$ cat src/rtl/exp6_unidade_controle.sv
// Control unit for the play/compare memory game (experiment 6).
// Moore FSM: next state is decoded combinationally, while the state and all
// control outputs are registered together, so the outputs always match the
// current state encoding shown on db_estado.
module exp6_unidade_controle (
    input  logic       clock,
    input  logic       reset,
    input  logic       iniciar,
    input  logic       jogada,
    input  logic       igual,
    input  logic       fimE,
    input  logic       fimL,
    input  logic       fimTempo,
    output logic       zeraE,
    output logic       contaE,
    output logic       zeraL,
    output logic       contaL,
    output logic       zeraR,
    output logic       registraR,
    output logic       zeraT,
    output logic       contaT,
    output logic       acertou,
    output logic       errou,
    output logic       timeout,
    output logic       pronto,
    output logic [3:0] db_estado
);

    typedef enum logic [3:0] {
        INICIAL        = 4'h0,
        PREPARACAO     = 4'h1,
        INICIO_RODADA  = 4'h2,
        ESPERA_JOGADA  = 4'h3,
        REGISTRA       = 4'h4,
        COMPARACAO     = 4'h5,
        PROXIMO        = 4'h6,
        PROXIMA_RODADA = 4'h7,
        FIM_ACERTOU    = 4'hA,
        FIM_TIMEOUT    = 4'hD,
        FIM_ERROU      = 4'hE
    } estado_t;

    estado_t state_q, state_d;

    // Output word order:
    // {zeraE, contaE, zeraL, contaL, zeraR, registraR, zeraT, contaT,
    //  acertou, errou, timeout, pronto}
    logic [11:0] outs_q;

    function automatic logic [11:0] decode(input estado_t s);
        case (s)
            PREPARACAO:     decode = 12'b1010_1010_0000;
            INICIO_RODADA:  decode = 12'b1000_0010_0000;
            ESPERA_JOGADA:  decode = 12'b0000_0001_0000;
            REGISTRA:       decode = 12'b0000_0100_0000;
            PROXIMO:        decode = 12'b0100_0010_0000;
            PROXIMA_RODADA: decode = 12'b0001_0000_0000;
            FIM_ACERTOU:    decode = 12'b0000_0000_1001;
            FIM_ERROU:      decode = 12'b0000_0000_0101;
            FIM_TIMEOUT:    decode = 12'b0000_0000_0011;
            default:        decode = 12'b0000_0000_0000;
        endcase
    endfunction

    // Next-state logic; a play beats a simultaneous timeout in espera_jogada.
    always_comb begin
        state_d = INICIAL;
        case (state_q)
            INICIAL:        state_d = iniciar ? PREPARACAO : INICIAL;
            PREPARACAO:     state_d = INICIO_RODADA;
            INICIO_RODADA:  state_d = ESPERA_JOGADA;
            ESPERA_JOGADA: begin
                if (jogada)        state_d = REGISTRA;
                else if (fimTempo) state_d = FIM_TIMEOUT;
                else               state_d = ESPERA_JOGADA;
            end
            REGISTRA:       state_d = COMPARACAO;
            COMPARACAO: begin
                if (!igual)     state_d = FIM_ERROU;
                else if (!fimE) state_d = PROXIMO;
                else if (!fimL) state_d = PROXIMA_RODADA;
                else            state_d = FIM_ACERTOU;
            end
            PROXIMO:        state_d = ESPERA_JOGADA;
            PROXIMA_RODADA: state_d = INICIO_RODADA;
            FIM_ACERTOU, FIM_ERROU, FIM_TIMEOUT:
                            state_d = iniciar ? PREPARACAO : state_q;
            default:        state_d = INICIAL;
        endcase
    end

    // State and registered outputs move together; reset clears both at once.
    always_ff @(posedge clock or posedge reset) begin
        if (reset) begin
            state_q <= INICIAL;
            outs_q  <= '0;
        end else begin
            state_q <= state_d;
            outs_q  <= decode(state_d);
        end
    end

    assign {zeraE, contaE, zeraL, contaL, zeraR, registraR, zeraT, contaT,
            acertou, errou, timeout, pronto} = outs_q;
    assign db_estado = state_q;

endmodule
$ cat config.mk
export PLATFORM = sky130hd
export DESIGN_NAME = exp6_unidade_controle
export DESIGN_NICKNAME = d
export VERILOG_FILES = /design/src/rtl/exp6_unidade_controle.sv
export SDC_FILE = /design/constraint.sdc
export NUM_CORES = 1
export LEC_CHECK = 0
export BUFFER_PORTS_ARGS = -buffer_cell sky130_fd_sc_hd__buf_2
export CORE_UTILIZATION = 50
export CTS_CLUSTER_DIAMETER = 40
export DETAILED_ROUTE_END_ITERATION = 8
export GPL_ROUTABILITY_DRIVEN = 0
export HOLD_SLACK_MARGIN = 0.05
export PLACE_DENSITY = 0.78
export SETUP_SLACK_MARGIN = 0.05
export SLEW_MARGIN = 0
export SYNTH_ARGS = -nofsm -noshare
export SYNTH_HDL_FRONTEND = slang
export SYNTH_SLANG_ARGS = --single-unit
$ cat constraint.sdc
create_clock -name clock -period 5.6 [get_ports clock]
set_clock_uncertainty 0.1 [all_clocks]
set_input_delay 1.12 -clock clock [delete_from_list [all_inputs] [get_ports clock]]
set_output_delay 1.12 -clock clock [all_outputs]
set_load 0.01 [all_outputs]
==> results.sh, run 1 <==
export IMPL_grt_pass1_vias=544
export IMPL_synth_edf_count=0
export IMPL_cts_tree="built"
export IMPL_insertion_delay_ns=0.28
export IMPL_synth_main_ff_cell="dfrtp_1"
export IMPL_final_cell_mix="23 x buf_2, 15 x dfrtp_1, 4 x inv_1, 4 x nor3_1"
export IMPL_wl_per_cell_um=14.31
export IMPL_die_area_mm2=0.001745
export IMPL_drive_above_1_share_pct=39.13
export IMPL_area_growth_synth_to_final_pct=15.66
export IMPL_max_slew_margin_pct=49.79
export IMPL_p_switching_mw=0.2185
export IMPL_max_vdd_ir_drop_uv=425.9
export IMPL_setup_violations=0
export IMPL_initial_core_util_pct=57.19
export IMPL_die_w_um=41.77
export IMPL_grt_max_degree=16
export IMPL_r2r_setup_slack_ns=3.56
export IMPL_critPathLaunchType="input pin"
export IMPL_use_met1_pct=23.33
export IMPL_grt_busiest_layer="met2"
export IMPL_tightestPinTransition_ns=0.7482
export IMPL_power_internal_mw=0.2881
export IMPL_dpl_instance_area_um2=888.4
export IMPL_antenna_found_initial=0
export IMPL_switching_share_pct=43.13
export IMPL_cp_max_fo=6
export IMPL_yosys_warnings=0
export IMPL_min_period_ns=2.474
export IMPL_cp_required_ns=5.68
export IMPL_holdBufCountCts=0
export IMPL_hold_violations=0
export IMPL_postSynthAreaPerCell_um2=11.30
export IMPL_layout_commonest_cell="buf_2"
export IMPL_final_setup_tns_ns=0
export IMPL_rsz0062_at_grt="no"
export IMPL_grt_util_met2_pct=29.38
export IMPL_wl_mm=1.531
export IMPL_yosys_register_bits=15
export IMPL_pwr_share_comb_pct=51.4
export IMPL_seq_power_share_pct=36.9
export IMPL_vias=631
export IMPL_powerDensity_mw_per_mm2=554.0
export IMPL_grt_pass1_wl_mm=2.449
export IMPL_grt_overflow_total=0
export IMPL_fillCellCount=112
export IMPL_drv_slew=0
export IMPL_cts_root_buf="clkbuf_4"
export IMPL_dp_hpwl_mm=1.092
export IMPL_die_h_um=41.77
export IMPL_worstSetupPathType="input pin to flip-flop"
export IMPL_ant_nets=0
export IMPL_cts_buffers=3
export IMPL_hp_class="flip-flop to flip-flop"
export IMPL_n_antenna_cell=0
export IMPL_fin_hold_ws_ns=0.6595
export IMPL_rows=13
export IMPL_multi_input_area_um2=356.6
export IMPL_remaining_drc_errors=0
export IMPL_min_period_over_period_pct=44.18
export IMPL_port_buffers=23
export IMPL_grt_met3_usage_pct=6.522
export IMPL_postCtsSetupBuffers=0
export IMPL_clock_path_buffers=2
export IMPL_viasPerCell=5.897
export IMPL_leakage_nw=0.4692
export IMPL_ys_types=36
export IMPL_synthCells=70
export IMPL_power_total_mw=0.5067
export IMPL_syn_cell_area_um2=790.8
export IMPL_core_mm2=0.001383
export IMPL_grt_total_usage_pct=18.54
export IMPL_io_pins=24
export IMPL_syn_nets=80
export IMPL_end_kind="flip-flop"
export IMPL_finalInstanceArea_um2=914.6
export IMPL_clock_sinks=15
export IMPL_fin_nets=103
export IMPL_area_sequential_um2=375.4
export IMPL_max_cap_violations=0
export IMPL_ys_seq_area_share_pct=47.47
export IMPL_max_freq_mhz=404.2
export IMPL_first_iter_violations=17
export IMPL_async_flop_share_pct=100.0
export IMPL_final_core_util_pct=66.15
export IMPL_status="finished, final reports clean"
export IMPL_ctsResizeCount=0
export IMPL_crit_arrival_ns=2.55
export IMPL_htree_num_levels=1
export IMPL_dr_pass1_iters=4
export IMPL_path_clk_slew_ns=0.08
export IMPL_clkPwrFrac_pct=11.7
-- kinds of logic (layout without fill, tap and decap cells) --
family                     after synthesis  count (layout)  synth area share, %
AOI/OAI and AO/OA                       15              15                18.04
xor gates and xnor gates                 1               1                1.108
adders and majority gates                2               2                3.164
buffers and inverters                   11              33                7.436
DFF                                     15              15                47.47
and+or+nand+nor                         26              26                22.79
-- path summary, 6_finish.rpt --
path,cells past startpoint,from,endpoint
setup / recovery,7,iniciar,outs_q[5]
hold / removal,2,db_estado[2],outs_q[8]
setup reg to reg,4,db_estado[3],outs_q[1]
hold reg to reg,2,db_estado[2],outs_q[8]
max in group asynchronous,2,reset,db_estado[2]
min in group asynchronous,2,reset,outs_q[8]
-- metal layers --
layer,vias to the layer above,share of wire (%)
met1,293,43
li1,303,-
met3,6,5.7
met4,0,2.2
met5,-,0
met2,29,49
-- worst max-delay path: stages --
cell	delay, ns
buf_2	0.13
nor3_2	0.18
a211oi_1	0.10
a2111oi_4	0.45
ha_1	0.29
a21oi_1	0.06
a211oi_1	0.23
-- power groups by stage --
stage | Clock, mW | Combinational (mW) | Sequential, mW
2_1_floorplan | 0 | 0.208 | 0.181
3_3_place_gp | 0 | 0.254 | 0.187
3_5_place_dp | 0 | 0.257 | 0.187
4_1_cts | 0.0612 | 0.262 | 0.186
5_1_grt | 0.0661 | 0.285 | 0.192
6_report | 0.0595 | 0.260 | 0.187
-- cell type report --
cell class | count | share of cell area (%)
Clock buffer | 4 | 2.873
Sequential cell | 15 | 41.04
Inverter | 6 | 2.462
Timing Repair Buffer | 23 | 12.59
Tap cell | 15 | 2.052
Multi-Input combinational cell | 44 | 38.99
-- flip-flops by register name (all words and copies together), names as in the netlist --
name and count:
outs_q 11, db_estado 4
-- per-stage QoR --
stage / worst slack, ns / cells
6_report: 3.126 / 107
3_3_place_gp: 2.873 / 103
2_1_floorplan: 3.172 / 70
5_1_grt: 3.046 / 107
3_5_place_dp: 2.878 / 103
4_1_cts: 3.121 / 107
-- synthesized netlist by cell type, types with 2 or more instances --
cell type	count	area, um^2
dfrtp_1	15	375.4
inv_2	2	7.510
inv_1	4	15.01
a211oi_1	3	22.52
and3_1	3	18.77
buf_2	2	10.01
buf_4	2	15.01
o221a_2	2	22.52
o21ai_0	2	10.01
ha_1	2	25.02
nand3b_1	3	22.52
nand2_1	2	7.510
nor3_1	4	20.02
nor4_1	2	12.51
No activity file was read; power rests on OpenSTA's default activity.
==> inputs of run 2 (changes only) <==
--- a/config.mk
+++ b/config.mk
@@ -5,13 +5,14 @@
 export SDC_FILE = /design/constraint.sdc
 export NUM_CORES = 1
 export LEC_CHECK = 0
+export ABC_AREA = 1
 export BUFFER_PORTS_ARGS = -buffer_cell sky130_fd_sc_hd__buf_2
-export CORE_UTILIZATION = 50
+export CORE_UTILIZATION = 49
 export CTS_CLUSTER_DIAMETER = 40
 export DETAILED_ROUTE_END_ITERATION = 8
 export GPL_ROUTABILITY_DRIVEN = 0
 export HOLD_SLACK_MARGIN = 0.05
-export PLACE_DENSITY = 0.78
+export PLACE_DENSITY = 0.76
 export SETUP_SLACK_MARGIN = 0.05
 export SLEW_MARGIN = 0
 export SYNTH_ARGS = -nofsm -noshare
==> constraint.sdc (replaced) <==
create_clock -name clock -period 2.55 [get_ports clock]
set_clock_uncertainty 0.1 [all_clocks]
set_input_delay 0.51 -clock clock [delete_from_list [all_inputs] [get_ports clock]]
set_output_delay 0.51 -clock clock [all_outputs]
set_load 0.01 [all_outputs]
==> run 2 against run 1 <==
Against the previous run:
- the run now ends with DRC left
- final area is 8.1% higher
- wire length is 3.3% lower
- die area is 8.2% higher
- combinational power is 150% higher
- register-to-register slack worse by 2.8 ns
- clock power is 120% higher
- critical endpoint unchanged
- largest power group unchanged
==> results.sh, run 2 <==
export IMPL_netlist_area_leader_share_pct=44.58
export IMPL_insertion_delay_ns=0.28
export IMPL_max_cap_violations=0
export IMPL_max_freq_mhz=547.3
export IMPL_setup_violations=0
export IMPL_crit_arrival_ns=1.90
export IMPL_core_mm2=0.001559
export IMPL_initial_core_util_pct=54.01
export IMPL_area_growth_synth_to_final_pct=17.38
export IMPL_synth_most_common_cell="nand2_1"
export IMPL_dr_pass1_iters=6
export IMPL_synthCells=111
export IMPL_grt_pass1_vias=687
export IMPL_cts_root_buf="clkbuf_4"
export IMPL_final_setup_tns_ns=0
export IMPL_tightestPinTransition_ns=0.5333
export IMPL_io_pins=24
export IMPL_cts_buffers=3
export IMPL_final_cell_mix="27 x nand2_1, 23 x buf_2, 18 x inv_1"
export IMPL_status="finished with violations"
export IMPL_min_period_ns=1.827
export IMPL_remaining_drc_errors=5
export IMPL_layout_commonest_cell="nand2_1"
export IMPL_synth_main_ff_cell="dfrtp_1"
export IMPL_hp_class="input pin to asynchronous set/reset pin"
export IMPL_drv_slew=0
export IMPL_slowest_delay_ns=0.57
export IMPL_htree_num_levels=1
export IMPL_wl_mm=1.480
export IMPL_crit_chain="inv_1, nand2_1, nor2_1, nand2_1, nand2_1, nor2_4, inv_2, ha_1, inv_1, nand3_1, nand2_1"
export IMPL_ctsResizeCount=0
export IMPL_leakage_nw=0.6185
export IMPL_clkPwrFrac_pct=11.2
export IMPL_clock_sinks=15
export IMPL_rows=14
export IMPL_pwr_share_comb_pct=55.5
export IMPL_cp_required_ns=2.63
export IMPL_power_internal_mw=0.6049
export IMPL_synth_area_top_cells="dfrtp_1 45%, nand2_1 12%, inv_1 8.0%, nand3_1 7.1%, nor2_1 7.1%"
export IMPL_path_clk_slew_ns=0.08
export IMPL_largest_reg_flops=11
export IMPL_violations="DRC"
export IMPL_path_delay_family="simple AND/OR/NAND/NOR gates"
export IMPL_cpMostUsedCell="nand2_1"
export IMPL_viasPerCell=4.796
export IMPL_syn_cell_area_um2=842.1
export IMPL_seq_power_share_pct=33.3
export IMPL_max_vdd_ir_drop_uv=636.9
export IMPL_yosys_warnings=0
export IMPL_die_area_mm2=0.001888
export IMPL_switching_share_pct=47.51
export IMPL_hold_violations=0
export IMPL_syn_nets=121
export IMPL_postCtsSetupBuffers=0
export IMPL_crit_buf_inv=3
export IMPL_power_total_mw=1.152
export IMPL_grt_total_usage_pct=19.30
export IMPL_drive_above_1_share_pct=30.88
export IMPL_n_antenna_cell=0
export IMPL_first_iter_violations=14
export IMPL_postSynthAreaPerCell_um2=7.586
export IMPL_async_flop_share_pct=100.0
export IMPL_rsz0062_at_grt="no"
export IMPL_antenna_found_initial=0
export IMPL_dp_hpwl_mm=1.225
export IMPL_synth_edf_count=0
export IMPL_die_h_um=43.46
export IMPL_max_slew_margin_pct=64.41
export IMPL_cp_max_fo=10
export IMPL_worstSetupPathType="flip-flop to flip-flop"
export IMPL_ys_types=15
export IMPL_die_w_um=43.46
export IMPL_grt_pass1_wl_mm=2.739
export IMPL_largest_register="outs_q"
export IMPL_cts_tree="built"
export IMPL_ant_nets=0
export IMPL_critPathLaunchType="flip-flop"
export IMPL_end_kind="flip-flop"
export IMPL_holdBufCountCts=0
export IMPL_clock_path_buffers=2
export IMPL_wl_per_cell_um=9.737
export IMPL_port_buffers=23
export IMPL_ys_seq_area_share_pct=44.58
export IMPL_yosys_register_bits=15
export IMPL_grt_overflow_total=0
export IMPL_cp_slowest_cell="dfrtp_1"
export IMPL_ys_top_cells_by_count="27 x nand2_1, 18 x inv_1, 16 x nor2_1, 15 x dfrtp_1, 12 x nand3_1"
export IMPL_p_switching_mw=0.5475
export IMPL_fin_nets=147
export IMPL_min_period_over_period_pct=71.65
export IMPL_grt_max_degree=16
export IMPL_vias=729
export IMPL_powerDensity_mw_per_mm2=1166
export IMPL_yosysTopAreaCell="dfrtp_1"
[run 2: final timing paths]
check                              from   endpoint  slack, ns  cells past startpoint
min in group clock                 fimE  outs_q[8]       0.42                      3
setup / recovery           db_estado[3]  outs_q[5]       0.72                     11
hold / removal                    reset  outs_q[1]       0.16                      2
hold reg to reg            db_estado[1]  outs_q[8]       0.59                      3
max in group asynchronous         reset  outs_q[0]       1.84                      2
setup reg to reg           db_estado[3]  outs_q[5]       0.72                     11
[run 2: layout make-up]
class,count,area (um^2)
clock buffer,4,26.28
fill,146,570.5
inverter,20,75.07
multi-input combinational,74,376.6
sequential,15,375.4
tap,16,20.02
timing repair buffer,23,115.1
[run 2: stage by stage]
| step | instances | hold WS [ns] | instance area, um^2 | setup WS (ns) | util [%] |
|---|---|---|---|---|---|
| after global routing | 152 | 0.1992 | 988.4 | 0.5494 | 63.40 |
| after floorplan | 111 | 0.3115 | 842.1 | 0.8788 | - |
| after CTS | 152 | 0.1673 | 988.4 | 0.7155 | 63.40 |
| after detailed placement | 148 | 0.4754 | 962.2 | 0.7140 | 61.72 |
| final | 152 | 0.1560 | 988.4 | 0.7229 | 63.40 |
| after global placement | 148 | 0.4639 | 962.2 | 0.7959 | 61.72 |
[run 2: power groups by stage]
stage	Combinational (mW)	Sequential, mW	Clock [mW]
finish	0.639	0.384	0.129
global route	0.744	0.398	0.142
CTS	0.646	0.384	0.134
detailed placement	0.645	0.388	0
global placement	0.627	0.387	0
floorplan	0.458	0.409	0
[run 2: cell families (layout without fill, tap and decap cells)]
logic type,Yosys count,in the layout,synth area share (%)
simple gates,70,70,40.27
buf+inv,22,47,10.70
flops,15,15,44.58
fa+ha+maj,2,2,2.971
compound gates,2,2,1.486
[run 2: routing by layer]
| metal | wire length, um | track usage, % | up-vias | share of wire [%] |
|---|---|---|---|---|
| met1 | 685 | 24.00 | 323 | 46 |
| met3 | 60 | 6.250 | 2 | 4.1 |
| met2 | 723 | 33.03 | 19 | 49 |
| li1 | - | - | 385 | - |
| met5 | 0 | 0 | - | 0 |
| met4 | 11 | 3.750 | 0 | 0.74 |
==> inputs of run 3 (changes only) <==
--- a/config.mk
+++ b/config.mk
@@ -5,14 +5,14 @@
 export SDC_FILE = /design/constraint.sdc
 export NUM_CORES = 1
 export LEC_CHECK = 0
-export ABC_AREA = 1
+export ABC_AREA = 0
 export BUFFER_PORTS_ARGS = -buffer_cell sky130_fd_sc_hd__buf_2
 export CORE_UTILIZATION = 49
 export CTS_CLUSTER_DIAMETER = 40
 export DETAILED_ROUTE_END_ITERATION = 8
 export GPL_ROUTABILITY_DRIVEN = 0
 export HOLD_SLACK_MARGIN = 0.05
-export PLACE_DENSITY = 0.76
+export PLACE_DENSITY = 0.77
 export SETUP_SLACK_MARGIN = 0.05
 export SLEW_MARGIN = 0
 export SYNTH_ARGS = -nofsm -noshare
==> constraint.sdc (replaced) <==
create_clock -name clock -period 1.85 [get_ports clock]
set_clock_uncertainty 0.1 [all_clocks]
set_input_delay 0.37 -clock clock [delete_from_list [all_inputs] [get_ports clock]]
set_output_delay 0.37 -clock clock [all_outputs]
set_load 0.01 [all_outputs]
==> run 3 against run 2 <==
Against the previous run:
- the flow finishes with violations (setup timing)
- maximum frequency down 2.6%
- critical path depth fell by 5
- via count shrank 3.6%
- final area up 12%
- largest cell class unchanged
- global-route usage is 1.8 points higher
- register-to-register slack lost 0.75 ns
- wire length rose by 21%
- sequential power up 36%
- die area decreased by 5.8%
- count of clock-buffer cells in the layout did not move
- hold slack better by 0.074 ns
- highest routed layer is now met3
- final cell count is 18% lower
==> results.sh, run 3 (synthesis gave the netlist of run 1 again) <==
export IMPL_status="finished with violations"
export IMPL_violations="setup timing"
export IMPL_cts_tree="built"
export IMPL_fillCellCount=111
export IMPL_grt_pass1_wl_mm=2.815
export IMPL_ant_nets=0
export IMPL_grt_total_usage_pct=21.09
export IMPL_core_mm2=0.001506
export IMPL_max_slew_margin_pct=65.84
export IMPL_layout_commonest_cell="buf_2"
export IMPL_wl_per_cell_um=14.46
export IMPL_multi_input_area_um2=424.2
export IMPL_grt_pass1_vias=638
export IMPL_hold_path_end="outs_q[8]"
export IMPL_hp_class="input pin to flip-flop"
export IMPL_hold_violations=0
export IMPL_cp_num_cells=6
export IMPL_setup_violations=4
export IMPL_viasPerCell=5.669
export IMPL_postLayoutSetupSlackWorst_ns=-0.02566
export IMPL_vias=703
export IMPL_power_total_mw=1.971
export IMPL_cp_required_ns=1.94
export IMPL_clock_sinks=15
export IMPL_wl_mm=1.793
export IMPL_first_iter_violations=8
export IMPL_crit_chain="buf_6, nand3b_1, nor3_2, a2111oi_4, ha_4, a211oi_2"
export IMPL_crit_buf_inv=1
export IMPL_max_vdd_ir_drop_uv=1189
export IMPL_rows=14
export IMPL_cp_max_fo=7
export IMPL_io_pins=24
export IMPL_slowest_delay_ns=0.46
export IMPL_r2r_cells=6
export IMPL_drive_above_1_share_pct=59.26
export IMPL_min_period_over_period_pct=101.4
export IMPL_whs_path_depth=2
export IMPL_dp_hpwl_mm=1.303
export IMPL_htree_num_levels=1
export IMPL_die_area_mm2=0.001778
export IMPL_r2r_end="outs_q[5]"
export IMPL_die_h_um=42.17
export IMPL_leakage_nw=0.5498
export IMPL_area_sequential_um2=376.6
export IMPL_cts_root_buf="clkbuf_4"
export IMPL_max_freq_mhz=533.1
export IMPL_critPathLaunchType="flip-flop"
export IMPL_largest_reg_flops=11
export IMPL_remaining_drc_errors=0
export IMPL_n_antenna_cell=0
export IMPL_largest_register="outs_q"
export IMPL_initial_core_util_pct=52.49
export IMPL_final_cells=124
export IMPL_rsz0062_at_grt="yes"
export IMPL_crit_reg2reg_launch="db_estado[2]"
export IMPL_end_kind="flip-flop"
export IMPL_crit_arrival_ns=1.96
export IMPL_grt_overflow_total=0
export IMPL_area_growth_synth_to_final_pct=40.51
export IMPL_final_core_util_pct=73.75
export IMPL_clock_path_buffers=2
export IMPL_tightestPinTransition_ns=0.5118
export IMPL_max_cap_violations=0
export IMPL_drv_slew=0
export IMPL_die_w_um=42.17
export IMPL_final_cell_mix="23 x buf_2, 14 x dfrtp_1, 14 x buf_4"
export IMPL_path_clk_slew_ns=0.08
export IMPL_dr_pass1_iters=4
export IMPL_worstHoldStart="fimL"
export IMPL_insertion_delay_ns=0.27
export IMPL_min_period_ns=1.876
export IMPL_cp_slowest_cell="a2111oi_4"
export IMPL_port_buffers=23
export IMPL_path_delay_family="compound AO/OA/AOI/OAI gates"
export IMPL_antenna_found_initial=0
export IMPL_cts_buffers=3
export IMPL_r2r_setup_slack_ns=-0.03
export IMPL_worstSetupPathType="flip-flop to flip-flop"
export IMPL_powerDensity_mw_per_mm2=1774
export IMPL_place_inst=118
export IMPL_grt_max_degree=16
export IMPL_fin_nets=119
==> run 3: per-stage QoR <==
step / TNS, ns / cell area (um^2) / setup slack, ns / hold slack, ns
floorplan: 0 / 795.8 / 0.03836 / 0.1715
global placement: -0.5095 / 999.7 / -0.1545 / 0.3168
detailed placement: -0.8592 / 999.7 / -0.2154 / 0.3263
CTS: 0 / 1054 / 0.03073 / 0.2193
global route: -0.4295 / 1111 / -0.1089 / 0.1976
finish: -0.06728 / 1111 / -0.02566 / 0.2301
==> run 3: worst max path at each step <==
stage / startpoint / endpoint
finish: db_estado[2] / outs_q[5]
global route: db_estado[2] / outs_q[5]
CTS: db_estado[1] / outs_q[0]
detailed placement: iniciar / outs_q[5]
global placement: iniciar / outs_q[5]
floorplan: db_estado[1] / outs_q[0]
==> run 3: cell type report <==
cell class,instances,area share (%)
Inverter,6,2.027
Tap cell,16,1.802
Clock buffer,4,2.365
Multi-Input combinational cell,44,38.18
Sequential cell,15,33.90
Timing Repair Buffer,39,21.73
==> run 3: power breakdown <==
group / switching (mW) / internal [mW] / leakage [nW]
clock network: 0.0888 / 0.0835 / 0.0150
registers: 0.0848 / 0.436 / 0.196
logic: 0.644 / 0.634 / 0.339
total: 0.817 / 1.15 / 0.550
==> run 3: what timing repair did <==
item / CTS / global route
setup endpoints to repair: 8 / 9
gates resized for setup: 9 / 8
pin swaps: 5 / 5
endpoints found under the hold margin: 15 / 0
buffers inserted: 0 / 3
hold buffers: 1 / 0
==> run 3: metal layers <==
| layer | vias to the layer above | wire length, um | track usage [%] |
|---|---|---|---|
| met5 | - | 0 | 0 |
| met1 | 344 | 794 | 26.54 |
| met2 | 24 | 940 | 36.00 |
| li1 | 335 | - | - |
| met4 | 0 | 0 | 9.375 |
| met3 | 0 | 58 | 2.586 |
